--- src/rtl/if_fetch_stage.sv ---
// Instruction-fetch stage: owns the PC, issues credit-limited requests to imem and feeds the IF/ID register.
// Optional IF_PERF_CNT_EN adds saturating fetch/drop/stall performance counters.
module if_fetch_stage #(
    parameter logic [31:0] RESET_PC = 32'h0000_0000,
    parameter int          FQ_DEPTH = 2
) (
    input  logic        clk,
    input  logic        rst,
    input  logic        ID_stall,
    input  logic        EX_redirect,
    input  logic [31:0] EX_target,
    output logic        imem_req,
    output logic [31:0] imem_addr,
    input  logic        imem_gnt,
    input  logic        imem_rvalid,
    input  logic [31:0] imem_rdata,
    output logic [31:0] IF_ID_pc,
    output logic [31:0] IF_ID_inst,
    output logic        IF_ID_vld
`ifdef IF_PERF_CNT_EN
    ,
    output logic [31:0] if_fetch_cnt,
    output logic [31:0] if_drop_cnt,
    output logic [31:0] if_stall_cnt
`endif
);
    localparam int          CW  = $clog2(FQ_DEPTH + 1);
    localparam int          PW  = (FQ_DEPTH > 1) ? $clog2(FQ_DEPTH) : 1;
    localparam logic [31:0] NOP = 32'h0000_0013;

    logic [31:0]   pc;
    logic [CW-1:0] outstanding, fq_count, drop_cnt;
    logic [31:0]   pend_pc [FQ_DEPTH];
    logic [PW-1:0] pend_wp, pend_rp;
    logic [31:0]   fq_pc   [FQ_DEPTH];
    logic [31:0]   fq_inst [FQ_DEPTH];
    logic [PW-1:0] fq_wp, fq_rp;

    logic [CW:0] inflight;
    logic        accept, resp, resp_live, id_load, fq_pop, fq_push, bypass;
    logic [31:0] resp_pc;
    logic        unused_ok;

    function automatic logic [PW-1:0] inc(input logic [PW-1:0] p);
        return (p == PW'(FQ_DEPTH - 1)) ? '0 : p + PW'(1);
    endfunction

    // Credit covers both queued entries and in-flight requests, so the queue can never overflow.
    assign inflight  = {1'b0, outstanding} + {1'b0, fq_count};
    assign imem_req  = rst && !EX_redirect && (inflight < (CW+1)'(FQ_DEPTH));
    assign imem_addr = pc;
    assign accept    = imem_req && imem_gnt;
    assign resp      = imem_rvalid && (outstanding != '0);
    assign resp_live = resp && (drop_cnt == '0) && !EX_redirect;
    assign resp_pc   = pend_pc[pend_rp];
    assign id_load   = !ID_stall && !EX_redirect;
    assign fq_pop    = id_load && (fq_count != '0);
    assign bypass    = id_load && (fq_count == '0) && resp_live;
    assign fq_push   = resp_live && !bypass;
    assign unused_ok = ^EX_target[1:0];

    always_ff @(posedge clk or negedge rst) begin
        if (!rst) begin
            pc          <= RESET_PC;
            outstanding <= '0;
            drop_cnt    <= '0;
            fq_count    <= '0;
            pend_wp     <= '0;
            pend_rp     <= '0;
            fq_wp       <= '0;
            fq_rp       <= '0;
            IF_ID_pc    <= '0;
            IF_ID_inst  <= NOP;
            IF_ID_vld   <= 1'b0;
        end else begin
            outstanding <= outstanding + CW'(accept) - CW'(resp);
            if (accept) pend_wp <= inc(pend_wp);
            if (resp)   pend_rp <= inc(pend_rp);
            if (EX_redirect) begin
                // Everything not yet returned belongs to the wrong path.
                pc        <= {EX_target[31:2], 2'b00};
                drop_cnt  <= outstanding + CW'(accept) - CW'(resp);
                fq_count  <= '0;
                fq_wp     <= '0;
                fq_rp     <= '0;
                IF_ID_vld <= 1'b0;
            end else begin
                if (accept) pc <= pc + 32'd4;
                if (resp && drop_cnt != '0) drop_cnt <= drop_cnt - CW'(1);
                fq_count <= fq_count + CW'(fq_push) - CW'(fq_pop);
                if (fq_push) fq_wp <= inc(fq_wp);
                if (fq_pop)  fq_rp <= inc(fq_rp);
                if (!ID_stall) begin
                    if (fq_pop) begin
                        IF_ID_pc   <= fq_pc[fq_rp];
                        IF_ID_inst <= fq_inst[fq_rp];
                        IF_ID_vld  <= 1'b1;
                    end else if (bypass) begin
                        IF_ID_pc   <= resp_pc;
                        IF_ID_inst <= imem_rdata;
                        IF_ID_vld  <= 1'b1;
                    end else begin
                        IF_ID_vld  <= 1'b0;
                    end
                end
            end
        end
    end

    always_ff @(posedge clk) begin
        if (accept) pend_pc[pend_wp] <= pc;
        if (fq_push) begin
            fq_pc[fq_wp]   <= resp_pc;
            fq_inst[fq_wp] <= imem_rdata;
        end
    end

    a_no_orphan_rvalid: assert property (@(posedge clk) disable iff (!rst)
        !(imem_rvalid && outstanding == '0));

`ifdef IF_PERF_CNT_EN
    always_ff @(posedge clk or negedge rst) begin
        if (!rst) begin
            if_fetch_cnt <= '0;
            if_drop_cnt  <= '0;
            if_stall_cnt <= '0;
        end else begin
            if (resp_live && if_fetch_cnt != '1)          if_fetch_cnt <= if_fetch_cnt + 32'd1;
            if (resp && !resp_live && if_drop_cnt != '1)  if_drop_cnt  <= if_drop_cnt + 32'd1;
            if (ID_stall && IF_ID_vld && if_stall_cnt != '1) if_stall_cnt <= if_stall_cnt + 32'd1;
        end
    end
`endif
endmodule

--- config.mk ---
export PLATFORM = sky130hd
export DESIGN_NAME = if_fetch_stage
export DESIGN_NICKNAME = d
export VERILOG_FILES = /design/src/rtl/if_fetch_stage.sv
export SDC_FILE = /design/constraint.sdc
export NUM_CORES = 1
export LEC_CHECK = 0
export ABC_AREA = 1
export BUFFER_PORTS_ARGS = -buffer_cell sky130_fd_sc_hd__buf_4
export CORE_MARGIN = 4
export CORE_UTILIZATION = 30
export DETAILED_ROUTE_END_ITERATION = 7
export PLACE_DENSITY_LB_ADDON = 0.15
export SKIP_LAST_GASP = 1
export SLEW_MARGIN = 20
export SYNTH_ARGS = -nofsm -noshare
export SYNTH_HDL_FRONTEND = slang
export SYNTH_SLANG_ARGS = --single-unit
--- constraint.sdc ---
create_clock -name clk -period 5.18 [get_ports clk]
set_input_delay 0.518 -clock clk [delete_from_list [all_inputs] [get_ports clk]]
set_output_delay 0.518 -clock clk [all_outputs]
set_load 0.005 [all_outputs]
# Word level (Yosys, flattened, before mapping)
# Memory sizes are Yosys's and may differ from the RTL's.
# Cells that the tools add are included.
# W data, S select, Z words.
# op_classes
multipliers	0
addsub	11
shift	0
n_reduce_logical	26
bitwise	2
n_eq_ne	1
n_mux	25
div_mod_pow	0
order_cmp	1
# ops
cell	count
$mux W32	6
$add A32 B3 Y32 const B	1
$mux W1	16
$reduce_bool A2 Y1	8
$logic_and A1 B1 Y1	12
$mux W2	3
$add A1 B1 Y1 const B	4
$add A2 B1 Y2	2
$logic_not A2 Y1	2
$sub A2 B1 Y2	2
$add A2 B2 Y3	1
$logic_not A1 Y1	3
$lt A3 B2 Y1 const B	1
$reduce_and A3 Y1	1
$ne A2 B1 Y1 const B	1
$not A1 Y1	2
$sub A2 B1 Y2 const B	1
# word_totals
latch_bits	0
output_inout_bits	98
rom_bits	0
mem_bits_rw	192
elab_cells	80
n_memories	3
inputBits	70
regBits	107
# mem_list
name	depth	width	rd	rd_ports_with_merged_regs	wr	line_no	text
fq_inst	2	32	1	0	1	36	logic [31:0] fq_inst [FQ_DEPTH];
fq_pc	2	32	1	0	1	35	logic [31:0] fq_pc [FQ_DEPTH];
pend_pc	2	32	1	0	1	33	logic [31:0] pend_pc [FQ_DEPTH];

# Logic depth before layout (Yosys ltp)
# Gate-level depths: netlist of the first run.
# depth
depth_word	10
ltp_mapped	12
ltp_nobuf	12

# Least setup slack after synthesis of the first run
# No wires, ideal clock.
# synth_path
path_kind	register to register
startpoint	register drop_cnt[0]
endpoint	memory fq_inst[1][0], enable pin
path_slack_ns	1.006
t_required_ns	4.697
setup_ns	0.483
path_buffers	0
t_arrival_ns	3.692
path_stages_with_launch	9
period_less_slack_ns	4.174
path_cell_list	dfrtp_1 inv_1 ha_1 inv_1 nor2_2 o21ai_0 nor2_1 inv_1 nor2_1
# synth_via
elab_chain_len	8
# synth_rtl
element	line_no	text
from (decl)	32	logic [CW-1:0] outstanding, fq_count, drop_cnt;
from (signal assigned)	82	drop_cnt <= outstanding + CW'(accept) - CW'(resp);
from (signal assigned)	89	if (resp && drop_cnt != '0) drop_cnt <= drop_cnt - CW'(1);
$logic_not A2 Y1 (*)	54	assign resp_live = resp && (drop_cnt == '0) && !EX_redirect;
$logic_and A1 B1 Y1 (*) (2 in series)	54	
$logic_and A1 B1 Y1	58	assign bypass = id_load && (fq_count == '0) && resp_live;
$logic_not A1 Y1	59	assign fq_push = resp_live && !bypass;
$logic_and A1 B1 Y1 (*)	59	
$mux W1 (*)	112	if (fq_push) begin
$mux W1 (implied by the code) (*)	114	fq_inst[fq_wp] <= imem_rdata;
to (decl)	36	
# Mark *: on every way between the ends. The rest lies on a longest branch, timed or not.

# Worst setup path after layout of the first run
# layout_path
startpoint	register drop_cnt[0]
endpoint	memory fq_pc[0][12], enable pin
# layout_via
elab_chain_len	8
# layout_rtl
element	line_no	text
$logic_not A2 Y1 (*)	54	
$logic_and A1 B1 Y1 (*) (2 in series)	54	
$logic_and A1 B1 Y1	58	
$logic_not A1 Y1	59	
$logic_and A1 B1 Y1 (*)	59	
$mux W1 (*)	112	
$mux W1 (implied by the code) (*)	113	fq_pc[fq_wp] <= resp_pc;
to (decl)	35	
# Marks and branches as above.

==> results.json, run 1 <==
{
  "run_status": "finished clean",
  "post_synth_mux_area_share_pct": 1.453,
  "worstMarginPinSlew_ps": 959.2,
  "firstDrtPassIters": 5,
  "warning_count_from_the_yosys_run": 0,
  "timing.critical_path.required_ps": 5310,
  "top_level_pins": 168,
  "cts_resized": 0,
  "synth_seq_area_share_pct": 65.36,
  "synth-edff-count": 184,
  "finish.net_count": 1385,
  "synth.largest_area_cell": "sky130_fd_sc_hd__edfxtp_1",
  "synth.area.top_cells": "sky130_fd_sc_hd__edfxtp_1, sky130_fd_sc_hd__dfrtp_1, sky130_fd_sc_hd__nand2_1, sky130_fd_sc_hd__nor2_1, sky130_fd_sc_hd__o21ai_0",
  "footprint_of_the_multi_input_gates_sq_mm": 0.003756,
  "ys_seq_elements": 287,
  "timing.clock.skew_ps": 13.03,
  "clk_transition_reported_paths_ps": 60,
  "max_stage_delay_ps": 710,
  "layout_worst_path_cycle_share_pct": 56.51,
  "grt_pass1_vias": 8659,
  "placed_cells_incl_taps": 1803,
  "avgViaCountPerCell": 4.628,
  "timing.critical_path.cells": "inv_1, ha_1, inv_1, nor2_2, o21ai_0, nor2_1, nand2_1, inv_2, buf_4",
  "vertical_extent_of_the_die_um": 211.3,
  "yosys.cell_types.count": 37,
  "seq_area_sq_mm": 0.008108,
  "dominant_combinational_cell_family_by_area_after_synthesis": "simple AND/OR/NAND/NOR gates",
  "synth_simple_gate_area_share_pct": 17.88,
  "end_kind": "register",
  "areaGrowthSynthToFinish_pct": 22.72,
  "grt_pass1_wl_mm": 51.67,
  "synth_commonest_cells": "sky130_fd_sc_hd__nand2_1, sky130_fd_sc_hd__edfxtp_1, sky130_fd_sc_hd__nor2_1",
  "post_synth_fa_ha_maj_area_fraction_pct": 0.7667,
  "cts-root-to-sink-buffers": 3,
  "power.density_cell_area_mw_per_mm2": 467.6,
  "cellLeakagePower_uw": 0.006201,
  "final.fill_count": 4029,
  "std_cell_rows": 74,
  "maxCapViolCount": 0,
  "rsz_0062_raised_after_global_routing": "no",
  "synthFlopType": "sky130_fd_sc_hd__edfxtp_1",
  "gp_routability_congestion": 0.7729,
  "hpwlAfterDp_mm": 20.65,
  "clk-insertion-delay-late_ps": 510,
  "setup.reg_to_reg.worst_slack_ps": 2250,
  "floorplan.die.width_um": 211.3,
  "cts.root.buffer_cell": "sky130_fd_sc_hd__clkbuf_16",
  "tmin_final_ps": 2927,
  "synth_xor_area_share_pct": 0.7768,
  "grt_use_total_pct": 14.74,
  "vias": 8636,
  "route.detailed.drc": 0,
  "clock_tree.htree_level_count": 2,
  "cts_tree": "done",
  "critPathMaxFanout": 62,
  "cts_made_buffers": 34,
  "synthesis.area_sq_mm": 0.01240,
  "cts_setup_buffers": 0,
  "final-hold-violation-count": 0,
  "synth_most_common_cell": "sky130_fd_sc_hd__nand2_1",
  "final_cell_count_no_fill": 1866,
  "arrival_ps": 3060,
  "aggregate_global_routing_overflow": 0,
  "total_of_endpoints_with_negative_setup_slack_in_the_final_report": 0,
  "final_util_pct": 37.28,
  "postSynth.asyncResetShare_pct": 35.89,
  "power.ir.vdd_worst_mv": 0.1903,
  "core_footprint_sq_mm": 0.04083,
  "route.final.wire_length_mm": 33.14,
  "hp-class": "in2reg",
  "maxSlewViolCount": 0,
  "start_kind": "register",
  "netlist.area_leader.share_pct": 44.55,
  "setup_total_negative_slack_ps": 0,
  "cpMostUsedCell": "sky130_fd_sc_hd__inv_1",
  "max_slew_margin_pct": 36.05,
  "maxClockFrequency_mhz": 341.6,
  "clock_sinks": 287,
  "antenna_cells": 0,
  "residual_antenna_violating_net_count_after_detailed_routing": 0,
  "antenna_violations_before_repair": 0,
  "path_class": "reg2reg",
  "wl_per_cell_um": 17.76,
  "synth_compound_area_share_pct": 9.109,
  "io_buffer_count": 161,
  "initial_utilization_pct": 30.38,
  "netlist_instances": 1152,
  "avgSynthCellArea_sq_um": 10.77,
  "first_iter_violations": 476,
  "largest_net_degree_at_the_start_of_global_routing": 79,
  "crit_slowest_cell": "sky130_fd_sc_hd__buf_4",
  "post_route_cells_drive_above_1_share_pct": 22.41,
  "total_die_area_sq_mm": 0.04466
}
[cells in the final DEF (no fill, tap or decap), types with 5 or more instances in the layout]
| cell type | count |
|---|---|
| sky130_fd_sc_hd__clkbuf_16 | 38 |
| sky130_fd_sc_hd__nand2_1 | 324 |
| sky130_fd_sc_hd__clkbuf_8 | 5 |
| sky130_fd_sc_hd__inv_1 | 61 |
| sky130_fd_sc_hd__o21ai_0 | 79 |
| sky130_fd_sc_hd__clkinv_2 | 8 |
| sky130_fd_sc_hd__xnor2_1 | 7 |
| sky130_fd_sc_hd__dfrtp_1 | 99 |
| sky130_fd_sc_hd__o21ai_1 | 10 |
| sky130_fd_sc_hd__nor2_1 | 110 |
| sky130_fd_sc_hd__nand3_1 | 54 |
| sky130_fd_sc_hd__o21bai_1 | 7 |
| sky130_fd_sc_hd__o211ai_1 | 41 |
| sky130_fd_sc_hd__clkbuf_1 | 8 |
| sky130_fd_sc_hd__a21oi_1 | 13 |
| sky130_fd_sc_hd__inv_2 | 5 |
| sky130_fd_sc_hd__buf_4 | 171 |
| sky130_fd_sc_hd__edfxtp_1 | 184 |
| sky130_fd_sc_hd__or2_2 | 25 |
| sky130_fd_sc_hd__ha_1 | 6 |
| sky130_fd_sc_hd__nor2_2 | 6 |
| sky130_fd_sc_hd__o211ai_2 | 20 |
| sky130_fd_sc_hd__mux2i_1 | 18 |
[cell type report]
type	instances	share of cell area, %
well taps	532	4.373
repair buffers	172	8.500
multi-input cells	745	24.68
clock inverters	11	0.5836
inverters	68	1.702
flip-flops and latches	287	53.27
clock buffers	51	6.897
[power breakdown]
| part | internal [uW] | switching, uW |
|---|---|---|
| Clock | 1460 | 943 |
| Sequential | 2890 | 277 |
| Combinational | 667 | 882 |
[per-layer routing]
| layer | vias up | routed length (um) | track usage (%) |
|---|---|---|---|
| met2 | 213 | 15020 | 23.15 |
| met3 | 44 | 1753 | 3.008 |
| met1 | 4163 | 15810 | 21.24 |
| met4 | 0 | 556 | 3.354 |
| li1 | 4216 | - | - |
| met5 | - | 0 | 0 |
[kinds of logic (layout without fill, tap and decap cells)]
| logic type | Yosys count | in the layout |
|---|---|---|
| AOI/OAI and AO/OA | 171 | 171 |
| xor gates and xnor gates | 11 | 11 |
| adders and majority gates | 7 | 7 |
| buffers and inverters | 123 | 302 |
| DFF | 287 | 287 |
| muxes | 18 | 18 |
| other | 1 | 4 |
| and+or+nand+nor | 534 | 534 |
[sequential cells by signal, summed over array words and instances, names as in the netlist]
register and count:
fq_inst 64, fq_pc 60, pend_pc 60, IF_ID_inst 32, IF_ID_pc 30, imem_addr 30
drop_cnt 2, fq_count 2, outstanding 2, IF_ID_vld 1, fq_rp 1, fq_wp 1
pend_rp 1, pend_wp 1
[final timing paths]
kind | startpoint | endpoint | depth (start not counted)
max | drop_cnt[0] | fq_pc[0][12] | 9
min | imem_rdata[25] | fq_inst[0][25] | 1
max reg2reg | drop_cnt[0] | fq_pc[0][12] | 9
min reg2reg | IF_ID_inst[0] | IF_ID_inst[0] | 2
max in group asynchronous | rst | imem_addr[21] | 3
min in group asynchronous | rst | IF_ID_inst[11] | 2
[stage by stage]
step | cell area [sq um] | setup WS [ps] | total power [uW] | hold WS, ps
3_5_place_dp | 14070 | 2183 | 4806 | 461.9
3_3_place_gp | 14070 | 2194 | 4781 | 458.4
4_1_cts | 15220 | 2213 | 7244 | 177.2
6_report | 15220 | 2253 | 7117 | 207.5
2_1_floorplan | 12410 | 1006 | 3945 | 222.4
5_1_grt | 15220 | 1935 | 7550 | 181.0
[repair_timing]
| action | in CTS | in global routing |
|---|---|---|
| setup endpoints to repair | 0 | 0 |
| hold buffers | 1 | 0 |
| hold endpoints to repair | 21 | 0 |
[critical path, delay by kind of cell (launching register included)]
family / cells / cell delay, ps
compound gates: 1 / 250
flops: 1 / 360
buf+inv: 4 / 910
fa+ha+maj: 1 / 150
simple gates: 3 / 830
Power figures use the tool's default switching activity.
==> run 2, diff against run 1 <==
--- a/config.mk
+++ b/config.mk
@@ -5,7 +5,7 @@
 export SDC_FILE = /design/constraint.sdc
 export NUM_CORES = 1
 export LEC_CHECK = 0
-export ABC_AREA = 1
+export ABC_AREA = 0
 export BUFFER_PORTS_ARGS = -buffer_cell sky130_fd_sc_hd__buf_4
 export CORE_MARGIN = 4
 export CORE_UTILIZATION = 30
==> constraint.sdc (replaced) <==
create_clock -name clk -period 2.95 [get_ports clk]
set_input_delay 0.295 -clock clk [delete_from_list [all_inputs] [get_ports clk]]
set_output_delay 0.295 -clock clk [all_outputs]
set_load 0.005 [all_outputs]
==> run 2 against run 1 <==
  * Die area is 4.5% lower
  * Worst setup slack worse by 2000 ps
  * Largest cell class unchanged
  * Global-route usage is 0.29 points lower
  * Sequential cell count stayed put
  * Non-clock buffer count is 55 higher
  * Core utilization is 1.9 points higher
  * First-iteration DRC count is 21% lower
  * Clock power is 69% higher
  * Combinational power is 57% higher
  * Sequential share of layout area hardly changed
==> results.json, run 2 <==
{
  "run_status": "finished clean",
  "synth_seq_area_share_pct": 68.55,
  "cts_made_buffers": 34,
  "antenna_violations_before_repair": 1,
  "std_cell_rows": 72,
  "areaGrowthSynthToFinish_pct": 28.73,
  "critPathMaxFanout": 4,
  "post_synth_mux_area_share_pct": 8.518,
  "worstRegToRegCells": 10,
  "cp-endpoint": "drop_cnt[1]",
  "hpwlAfterDp_mm": 19.03,
  "reg2reg_from": "outstanding[0]",
  "layout_worst_path_cycle_share_pct": 92.39,
  "worst_hold_slack_ps": 23.46,
  "worst-path-buf-inv": 1,
  "timing.critical_path.required_ps": 3350,
  "cts.root.buffer_cell": "sky130_fd_sc_hd__clkbuf_16",
  "netlist.area_leader.share_pct": 46.73,
  "synth.area.top_cells": "sky130_fd_sc_hd__edfxtp_1, sky130_fd_sc_hd__dfrtp_1, sky130_fd_sc_hd__mux2_2, sky130_fd_sc_hd__nand2_1, sky130_fd_sc_hd__mux2i_1",
  "avgViaCountPerCell": 4.769,
  "floorplan.die.width_um": 206.5,
  "synth-edff-count": 184,
  "synth_xor_area_share_pct": 1.259,
  "synth_simple_gate_area_share_pct": 10.73,
  "cts_tree": "done",
  "clk-insertion-delay-late_ps": 510,
  "antenna_cells": 0,
  "clk_transition_reported_paths_ps": 60,
  "setup.reg_to_reg.worst_slack_ps": 220,
  "commonest_non_fill_non_tap_cells_in_the_layout": "sky130_fd_sc_hd__edfxtp_1, sky130_fd_sc_hd__buf_4, sky130_fd_sc_hd__nand2_1",
  "firstDrtPassIters": 4,
  "grt_use_total_pct": 14.44,
  "maxCapViolCount": 0,
  "end_kind": "register",
  "avgSynthCellArea_sq_um": 13.55,
  "residual_antenna_violating_net_count_after_detailed_routing": 0,
  "timing.critical_path.cells": "and2_1, fa_1, nor4b_2, nand2_2, ha_1, inv_1, ha_1, xnor2_1, xnor2_1, mux2_2",
  "vias": 7764,
  "post_route_cells_drive_above_1_share_pct": 27.30,
  "synthFlopType": "sky130_fd_sc_hd__edfxtp_1",
  "first_iter_violations": 375,
  "largest_register": "fq_inst",
  "top_level_pins": 168,
  "grt_pass1_wl_mm": 47.49,
  "crit_path_start": "outstanding[0]",
  "maxSlewViolCount": 0,
  "hp-class": "in2reg",
  "start_kind": "register",
  "total_die_area_sq_mm": 0.04266,
  "largest_net_degree_at_the_start_of_global_routing": 65,
  "core_footprint_sq_mm": 0.03883,
  "arrival_ps": 3130,
  "initial_utilization_pct": 30.46,
  "power.density_cell_area_mw_per_mm2": 785.8,
  "netlist_instances": 873,
  "setup_total_negative_slack_ps": 0,
  "route.detailed.drc": 0,
  "postSynth.asyncResetShare_pct": 35.89,
  "rsz_0062_raised_after_global_routing": "no",
  "synth_most_common_cell": "sky130_fd_sc_hd__edfxtp_1",
  "timing.rr.end": "drop_cnt[1]",
  "finish.net_count": 1161,
  "aggregate_global_routing_overflow": 0,
  "reg_top3": "fq_inst: 64 flops, fq_pc: 60 flops, pend_pc: 60 flops",
  "yosys.cell_types.count": 43,
  "wl_per_cell_um": 19.01,
  "cp_top_family": "adder cells",
  "io_buffer_count": 161,
  "worstMarginPinSlew_ps": 885.2,
  "dominant_combinational_cell_family_by_area_after_synthesis": "simple AND/OR/NAND/NOR gates",
  "cellLeakagePower_uw": 0.005605,
  "route.final.wire_length_mm": 30.95,
  "final.fill_count": 3727,
  "clock_sinks": 287,
  "maxClockFrequency_mhz": 366.9,
  "final_util_pct": 39.20,
  "critical_path_cell_count": 10,
  "synth.largest_area_cell": "sky130_fd_sc_hd__edfxtp_1",
  "synth_compound_area_share_pct": 7.788,
  "synth_commonest_cells": "sky130_fd_sc_hd__edfxtp_1, sky130_fd_sc_hd__nand2_1, sky130_fd_sc_hd__dfrtp_1",
  "synthesis.area_sq_mm": 0.01183,
  "grt_pass1_vias": 7806,
  "cts-root-to-sink-buffers": 3,
  "crit_slowest_cell": "sky130_fd_sc_hd__fa_1",
  "post_synth_fa_ha_maj_area_fraction_pct": 0.8041,
  "clock_tree.htree_level_count": 2,
  "tmin_final_ps": 2725,
  "largest_register_ffs": 64,
  "gp_routability_congestion": 0.7250,
  "total_of_endpoints_with_negative_setup_slack_in_the_final_report": 0,
  "power.ir.vdd_worst_mv": 0.2797,
  "max_stage_delay_ps": 470,
  "mostFrequentLayoutCell": "sky130_fd_sc_hd__edfxtp_1",
  "ys_seq_elements": 287,
  "warning_count_from_the_yosys_run": 0,
  "vertical_extent_of_the_die_um": 206.5,
  "path_class": "reg2reg",
  "timing.clock.skew_ps": 19.07,
  "final-hold-violation-count": 0,
  "max_slew_margin_pct": 40.99
}
run 2: cell count changes in the layout (fill, tap and decap cells not counted), sizes merged, moves of 43 or more:
cell	delta
a31oi	+45
dlygate4sd3	+43
inv	-57
mux2	+61
nand2	-206
nor2	-100
o211ai	-56
o21ai	-43
run 2: worst min path at each step:
| stage | startpoint | end | slack (ps) | depth (start not counted) |
|---|---|---|---|---|
| after floorplan | rst | IF_ID_inst[10] | -0.6 | 0 |
| after global placement | rst | outstanding[1] | 230 | 1 |
| after detailed placement | rst | outstanding[0] | 240 | 1 |
| after CTS | EX_target[10] | imem_addr[10] | 0.08 | 3 |
| after global routing | EX_target[15] | imem_addr[15] | 10 | 3 |
| final | EX_target[6] | imem_addr[6] | 20 | 3 |
run 2: layer usage:
layer | track usage (%) | up-vias | wire length (um)
met3 | 3.312 | 42 | 1671
met1 | 20.63 | 3865 | 14400
met5 | 0 | - | 13
met2 | 22.39 | 171 | 14320
met4 | 3.683 | 2 | 538
li1 | - | 3684 | -
run 2: timing repair:
item,4_1_cts,5_1_grt
resized for setup,0,1
endpoints found under the setup margin,0,1
hold buffers,44,0
buffers inserted,0,0
hold endpoints to repair,94,0
run 2: logic make-up after synthesis:
| kind of cell | after synthesis |
|---|---|
| flip-flops | 287 |
| AND/OR/NAND/NOR | 256 |
| AO/OA/AOI/OAI | 146 |
| multiplexers | 93 |
| buffers and inverters | 66 |
| XOR/XNOR | 17 |
| adder cells (fa/ha/maj) | 7 |
| other | 1 |
run 2: worst register-to-register path, delay by kind of cell (launching register included):
family	cells	cell delay (ps)
flops	1	410
xor+xnor	2	280
fa+ha+maj	3	940
mux	1	260
simple gates	3	670
buf+inv	1	40
run 2: through the flow:
step                      setup slack, ps  area, sq um  std cells  total power (uW)
after floorplan                     88.06        11850        876              6630
after global placement              232.8        13700       1522              7972
after detailed placement            232.8        13700       1522              7999
after CTS                           179.3        15220       1628             12180
after global routing                46.09        15220       1628             12690
final                               224.6        15220       1628             11960
run 2: power breakdown:
part | switching [uW] | leakage [uW] | total [uW] | internal [uW]
Combinational | 1120 | 0.00217 | 2430 | 1310
Clock | 1600 | 0.000528 | 4050 | 2460
Sequential | 470 | 0.00291 | 5480 | 5010
run 2: final cells by class:
class	instances	area, sq um	area share, %
Tap cell	518	648.1	4.258
Clock inverter	14	111.4	0.7315
Multi-Input combinational cell	523	3480	22.86
Sequential cell	287	8110	53.28
Timing Repair Buffer	227	1864	12.25
Inverter	11	41.29	0.2712
Clock buffer	48	967.2	6.354
==> run 3, diff against run 2 <==
==> constraint.sdc (replaced) <==
create_clock -name clk -period 2.71 [get_ports clk]
set_input_delay 0.271 -clock clk [delete_from_list [all_inputs] [get_ports clk]]
set_output_delay 0.271 -clock clk [all_outputs]
set_load 0.005 [all_outputs]
==> run 3 against run 2 <==
  * Combinational power rose by 13%
  * Largest power group unchanged
  * Critical endpoint is now imem_addr[25]
  * Critical path depth down 4
  * Final area is 1.6% higher
  * Core utilization increased by 0.61 points
  * Largest cell class unchanged
  * Clock-buffer cell count rose by 6
==> results.json, run 3 (synthesized netlist as in run 2, its figures left out) <==
{
  "run_status": "finished clean",
  "cts_setup_buffers": 0,
  "clk-insertion-delay-late_ps": 510,
  "grt_pass1_wl_mm": 47.12,
  "clock_tree.htree_level_count": 2,
  "top_level_pins": 168,
  "cts.root.buffer_cell": "sky130_fd_sc_hd__clkbuf_16",
  "post_route_cells_drive_above_1_share_pct": 27.75,
  "initial_utilization_pct": 30.46,
  "path_class": "reg2reg",
  "reg_top3": "fq_inst: 64 flops, fq_pc: 60 flops, pend_pc: 60 flops",
  "worstMarginPinSlew_ps": 904.9,
  "grt_use_total_pct": 14.41,
  "finish.instance_area_sq_mm": 0.01546,
  "vias": 7790,
  "layout_worst_path_cycle_share_pct": 95.90,
  "cellLeakagePower_uw": 0.005707,
  "hpwlAfterDp_mm": 18.42,
  "hold_depth": 3,
  "placed_area_sq_mm": 0.01378,
  "tmin_final_ps": 2599,
  "clock_sinks": 287,
  "total_die_area_sq_mm": 0.04266,
  "end_kind": "register",
  "largest_register": "fq_inst",
  "placed_cells_incl_taps": 1524,
  "mostFrequentLayoutCell": "sky130_fd_sc_hd__edfxtp_1",
  "pre_cts_slack_ps": 129.9,
  "maxSlewViolCount": 0,
  "final-hold-violation-count": 0,
  "io_buffer_count": 161,
  "avgViaCountPerCell": 4.762,
  "firstDrtPassIters": 5,
  "total_of_endpoints_with_negative_setup_slack_in_the_final_report": 0,
  "first_iter_violations": 410,
  "core_footprint_sq_mm": 0.03883,
  "std_cell_rows": 72,
  "wl_per_cell_um": 19.00,
  "maxClockFrequency_mhz": 384.8,
  "power.ir.vdd_worst_mv": 0.3193,
  "antenna_violations_before_repair": 1,
  "floorplan.die.width_um": 206.5,
  "vertical_extent_of_the_die_um": 206.5,
  "cts-root-to-sink-buffers": 3,
  "final_cell_count_no_fill": 1636,
  "critPathMaxFanout": 9,
  "final.fill_count": 3686,
  "max_slew_margin_pct": 39.67,
  "rsz_0062_raised_after_global_routing": "yes",
  "finish.net_count": 1169,
  "maxCapViolCount": 0,
  "route.final.wire_length_mm": 31.09,
  "gp_routability_congestion": 0.7396,
  "start_kind": "register",
  "largest_net_degree_at_the_start_of_global_routing": 104,
  "arrival_ps": 3020,
  "cts_made_buffers": 35,
  "clk_transition_reported_paths_ps": 50,
  "aggregate_global_routing_overflow": 0,
  "largest_register_ffs": 64,
  "residual_antenna_violating_net_count_after_detailed_routing": 0,
  "route.detailed.drc": 0,
  "final_ws_setup_ps": 111.1,
  "grt_pass1_vias": 7803,
  "commonest_non_fill_non_tap_cells_in_the_layout": "sky130_fd_sc_hd__edfxtp_1, sky130_fd_sc_hd__buf_4, sky130_fd_sc_hd__nand2_1",
  "hp-class": "in2reg",
  "cts_tree": "done",
  "timing.clock.skew_ps": 10.54,
  "timing.critical_path.required_ps": 3130,
  "power.density_cell_area_mw_per_mm2": 864.5,
  "areaGrowthSynthToFinish_pct": 30.73,
  "worstRegToRegCells": 6
}
-- run 3: cell count changes in the layout (fill, tap and decap cells not counted), sizes merged --
cell         delta
buf             +2
clkbuf          +6
clkinv          -6
diode           +1
dlygate4sd3     +5
-- run 3: final cells by class --
class	instances	area [sq um]	area share, %
sequential	287	8110	52.46
timing repair buffer	234	1992	12.89
inverter	11	41.29	0.2671
clock buffer	54	1090	7.050
clock inverter	8	87.58	0.5666
tap	518	648.1	4.193
antenna	1	2.502	0.01619
multi-input combinational	523	3487	22.56
-- run 3: worst paths after layout --
check | endpoint | start | slack [ps]
min in group asynchronous | IF_ID_inst[14] | rst | 500
setup reg to reg | imem_addr[25] | outstanding[0] | 110
hold / removal | imem_addr[31] | EX_target[31] | 30
max in group asynchronous | fq_rp | rst | 1670
hold reg to reg | IF_ID_inst[1] | IF_ID_inst[1] | 500
setup / recovery | imem_addr[25] | outstanding[0] | 110
-- run 3: power breakdown --
group          total (uW)  internal [uW]  switching (uW)
combinational        2750           1470            1280
clock                4690           2940            1750
sequential           5920           5450             472
-- run 3: through the flow --
step                hold WS (ps)  TNS (ps)  util (%)  power, uW
CTS                        1.159         0     39.78      13610
detailed placement         469.9         0     35.49       8759
global placement           466.8         0     35.49       8722
finish                     32.10         0     39.81      13360
floorplan                 -24.59    -24.12         -       7220
global route               14.50    -16.68     39.81      14120
-- run 3: timing repair --
action,CTS,global route
hold endpoints to repair,112,0
gates resized for setup,0,1
hold buffers,49,0
setup endpoints to repair,0,1
-- run 3: metal layers --
| metal | vias to the layer above | share of wire [%] | global-route usage, % |
|---|---|---|---|
| li1 | 3689 | - | - |
| met1 | 3886 | 46 | 20.02 |
| met2 | 174 | 47 | 23.20 |
| met3 | 41 | 5.0 | 2.921 |
| met4 | 0 | 2.0 | 3.779 |
| met5 | - | 0 | 0 |
-- run 3: worst max-delay path, stage by stage, from the launching register on --
cell and delay (ps):
sky130_fd_sc_hd__dfrtp_1 370, sky130_fd_sc_hd__and2_1 160, sky130_fd_sc_hd__fa_1 490, sky130_fd_sc_hd__and4bb_2 450, sky130_fd_sc_hd__nand2_1 260, sky130_fd_sc_hd__or4_1 560
sky130_fd_sc_hd__a31oi_1 210
